### src/rtl/rob_alloc.sv
// rob_alloc: ring-buffer ROB entry allocator, WIDTH IDs per group, in-order commit reclaim.
// Optional stats counters are enabled by defining ROB_ALLOC_STATS_EN.
module rob_alloc #(
  parameter int WIDTH = 4,
  parameter int DEPTH = 32,
  parameter int IDX_W = 5
) (
  input  logic                     clk,
  input  logic                     rst,
  input  logic                     alloc_valid,
  output logic                     alloc_ready,
  output logic [WIDTH*IDX_W-1:0]   rob_entries,
  input  logic [$clog2(WIDTH):0]   commit_cnt,
  input  logic                     flush,
  output logic [IDX_W-1:0]         head_idx,
  output logic [IDX_W:0]           count,
  output logic                     empty,
  output logic                     full,
  output logic                     commit_err,
  output logic [15:0]              stall_cycles,
  output logic [IDX_W:0]           high_water
);
  logic [IDX_W-1:0] tail, head;
  logic [IDX_W:0]   commit_ext, commit_eff, count_next;
  logic             alloc_fire, commit_over;
  assign alloc_ready = ~flush & (((IDX_W+1)'(DEPTH) - count) >= (IDX_W+1)'(WIDTH));
  assign alloc_fire  = alloc_valid & alloc_ready;
  assign commit_ext  = (IDX_W+1)'(commit_cnt);
  assign commit_over = commit_ext > count;
  assign commit_eff  = commit_over ? count : commit_ext;
  assign count_next  = flush ? '0 : count + (alloc_fire ? (IDX_W+1)'(WIDTH) : '0) - commit_eff;
  assign head_idx    = head;
  assign empty       = count == '0;
  assign full        = count == (IDX_W+1)'(DEPTH);
  for (genvar i = 0; i < WIDTH; i++) begin : g_slot
    assign rob_entries[IDX_W*i +: IDX_W] = tail + IDX_W'(i);
  end
  always_ff @(posedge clk or posedge rst) begin
    if (rst) begin
      tail       <= '0;
      head       <= '0;
      count      <= '0;
      commit_err <= 1'b0;
    end else begin
      tail       <= alloc_fire ? tail + IDX_W'(WIDTH) : tail;
      head       <= flush ? tail : head + commit_eff[IDX_W-1:0];
      count      <= count_next;
      commit_err <= commit_err | (~flush & commit_over);
    end
  end
`ifdef ROB_ALLOC_STATS_EN
  always_ff @(posedge clk or posedge rst) begin
    if (rst) begin
      stall_cycles <= '0;
      high_water   <= '0;
    end else begin
      stall_cycles <= (alloc_valid & ~alloc_ready & ~&stall_cycles) ? stall_cycles + 16'd1 : stall_cycles;
      high_water   <= count_next > high_water ? count_next : high_water;
    end
  end
`else
  assign stall_cycles = '0;
  assign high_water   = '0;
`endif
endmodule

### config.mk
export PLATFORM = sky130hd
export DESIGN_NAME = rob_alloc
export DESIGN_NICKNAME = d
export VERILOG_FILES = /design/src/rtl/rob_alloc.sv
export SDC_FILE = /design/constraint.sdc
export NUM_CORES = 1
export LEC_CHECK = 0
export CORE_ASPECT_RATIO = 1.1
export CORE_MARGIN = 1.5
export CORE_UTILIZATION = 29
export CTS_CLUSTER_DIAMETER = 200
export DETAILED_ROUTE_END_ITERATION = 8
export HOLD_SLACK_MARGIN = 0.06
export PLACE_DENSITY = 0.61
export SLEW_MARGIN = 20
export SYNTH_ARGS = -nofsm -noshare
export SYNTH_HDL_FRONTEND = slang
export SYNTH_SLANG_ARGS = --single-unit
### constraint.sdc
create_clock -name clk -period 8.6 [get_ports clk]
set_input_delay 1.72 -clock clk [delete_from_list [all_inputs] [get_ports clk]]
set_output_delay 1.72 -clock clk [all_outputs]
set_load 0.01 [all_outputs]
==> flow_summary.toml <==
[run_status]
status = "complete, no violations"

[global_route]
grt_pass1_wl_mm = 3.739
grtUsageTotal = 0.09987
grt_pass1_vias = 806
gr-total-overflow = 0
grt_max_degree = 18
antenna_found_initial = 0

[clock_tree]
cts-buffers-inserted = 3
clk_pin_slew_ns = 0.06
htreeDepth = 1
cts_root_buf = "clkbuf_8"
clock_latency_ns = 0.25
cts_buffer_depth = 2
cts_setup_buffers = 0
clkSinkCount = 15
tritoncts = "done"
cts_resized = 0
cts_hold_buf = 0

[synthesis]
synth_cell_type_count = 28
yosysSeqAreaShare = 0.2812
yosysWarnings = 0
avgSynthCellArea_um2 = 9.336
ys_seq_elements = 15
syn_inst = 143
syn_area_um2 = 1335

[worst_hold_path]
hold_class = "reg2reg"

[placed_design]
hpwl_mm = 1.913
gp_congestion = 0.7684
portBuffers = 33

[drt]
drc = 0
route.vias.total = 881
drtPass1Iterations = 4
wl_mm = 2.395
drtAntennaViolNets = 0
drt-vias-per-instance = 3.968
drt-initial-drc-count = 13
routedWlPerCell_um = 10.79

[final_layout]
syn_to_final_growth_pct = 18.84
final_util = 0.3649
n_antenna_cell = 0
drive_gt1_frac = 0.04167
fill_cells = 437
nets = 193

[worst_setup_path]
r2r_slack_ns = 5.23
reg2reg_from = "count[2]"
startpoint_type = "input port"
end_kind = "primary output"
critical_path_class = "in2out"
rr_endpoint = "count[5]"
crit_required_ns = 6.88
endpoint = "alloc_ready"
critPathArrivalTime_ns = 3.27
cp-startpoint = "flush"
path_max_fanout = 17
rr_worst_depth = 13

[sta]
max_freq_mhz = 200.3
fin_worst_skew_ns = 0.002593
slew_headroom = 0.5664
maxSlewViolCount = 0
grt_setup_unrepaired = "no"
report.final.hold_viol_count = 0
worst_slew_pin_slew_ns = 0.6483
fin_crit_sh = 0.5806
setup_viol = 0
min_period_ns = 4.993
tns_ns = 0

[floorplanning]
core_area_um2 = 4348
die_area_um2 = 5020
die_w_um = 67.69
num_rows = 25
initial_core_util = 0.3071
die_h_um = 74.16
io_pins = 64

[power_and_ir_drop]
power_density_nw_per_um2 = 366.7
ir_worst_vdd_uv = 130.1
p_leak_nw = 0.7810

[job]
cap_violations = 0
-- worst min path at each step --
stage | start | endpoint | slack (ns) | depth (start not counted)
5_1_grt | commit_err | commit_err | 0.52 | 1
2_1_floorplan | commit_err | commit_err | 0.51 | 1
6_report | commit_err | commit_err | 0.48 | 1
4_1_cts | commit_err | commit_err | 0.49 | 1
3_5_place_dp | commit_err | commit_err | 0.47 | 1
3_3_place_gp | commit_err | commit_err | 0.47 | 1
-- layout by cell type (no fill, tap or decap), drive strengths merged --
master / netlist / final
o21ai: 2 / 2
and4b: 1 / 1
mux2i: 3 / 3
dfrtp: 15 / 15
inv: 12 / 12
a21oi: 4 / 4
clkbuf: 2 / 4
nor4b: 1 / 1
xnor2: 4 / 4
o21bai: 1 / 1
xor2: 4 / 4
nand2: 6 / 6
nor2: 7 / 7
nand3: 3 / 3
a21o: 3 / 3
and3: 1 / 1
fa: 3 / 3
ha: 14 / 14
o21a: 2 / 2
mux2: 3 / 3
clkdlybuf4s50: 0 / 33
o31ai: 1 / 1
nand3b: 1 / 1
nor2b: 6 / 6
nor3: 3 / 3
conb: 2 / 31
-- routing by layer --
metal,vias to the layer above,track usage,routed length [um]
met5,-,0,0
met4,0,0.05442,44
met3,4,0.009077,130
met2,34,0.1754,1202
met1,404,0.1189,1017
li1,439,-,-
-- kinds of logic (layout without fill, tap and decap cells) --
kind of cell / Yosys count / count (layout) / share of synthesized area
buf+inv: 53 / 49 / 0.2587
simple gates: 29 / 29 / 0.1134
fa+ha+maj: 17 / 17 / 0.1762
flops: 15 / 15 / 0.2812
compound gates: 13 / 13 / 0.06186
xor+xnor: 8 / 8 / 0.05248
mux: 6 / 6 / 0.05061
other cells: 2 / 31 / 0.005625
-- critical path, stage by stage --
cell,delay (ns)
clkdlybuf4s50_1,0.75
nor2b_1,0.24
clkdlybuf4s50_1,0.56
-- layout make-up --
cell class                 count  area [um2]  area share
multi-input combinational    104       723.2      0.4558
sequential                    15       375.4      0.2366
timing repair buffer          33       330.3      0.2082
tap                           54       67.56     0.04259
clock buffer                   4       45.04     0.02839
inverter                      12       45.04     0.02839
-- state kept, by name, indices dropped and copies added (netlist names) --
name / flops
commit_err: 1
tail: 3
head_idx: 5
count: 6
-- synthesized netlist by cell type --
master	number	area, um2
xnor2_1	4	35.03
nor2b_1	6	37.54
o21bai_1	1	7.510
nor4b_1	1	8.760
dfrtp_1	15	375.4
a21oi_1	4	20.02
mux2_4	1	15.01
o21ai_0	2	10.01
nor3_1	3	15.01
mux2i_1	3	30.03
xor2_1	4	35.03
and4b_1	1	10.01
nand2_2	1	6.260
inv_1	12	45.04
o21a_1	2	15.01
nand3_1	3	15.01
o31ai_1	1	7.510
mux2_2	2	22.52
conb_1	2	7.510
a21o_1	3	22.52
nand3b_1	1	7.510
ha_1	14	175.2
nor2_1	7	26.28
and3_1	1	6.260
fa_1	3	60.06
clkbuf_1	2	7.510
nand2_1	5	18.77
buf_4	39	292.8
-- where the power goes --
part,leakage (nW),switching (mW),total [mW],internal [mW]
combinational,0.575,0.169,0.380,0.211
clock,0.0228,0.0254,0.0582,0.0328
sequential,0.183,0.0411,0.144,0.103
-- metrics by stage --
stage / hold slack [ns] / worst slack [ns] / instances / power [mW] / instance area [um2]
after global routing: 0.5210 / 3.491 / 222 / 0.6379 / 1587
after floorplan: 0.5134 / 4.211 / 172 / 0.4066 / 1444
after detailed placement: 0.4741 / 3.601 / 218 / 0.5283 / 1541
final: 0.4829 / 3.607 / 222 / 0.5817 / 1587
after CTS: 0.4917 / 3.590 / 222 / 0.5907 / 1587
after global placement: 0.4742 / 3.611 / 218 / 0.5246 / 1541
Power figures use the tool's default switching activity.
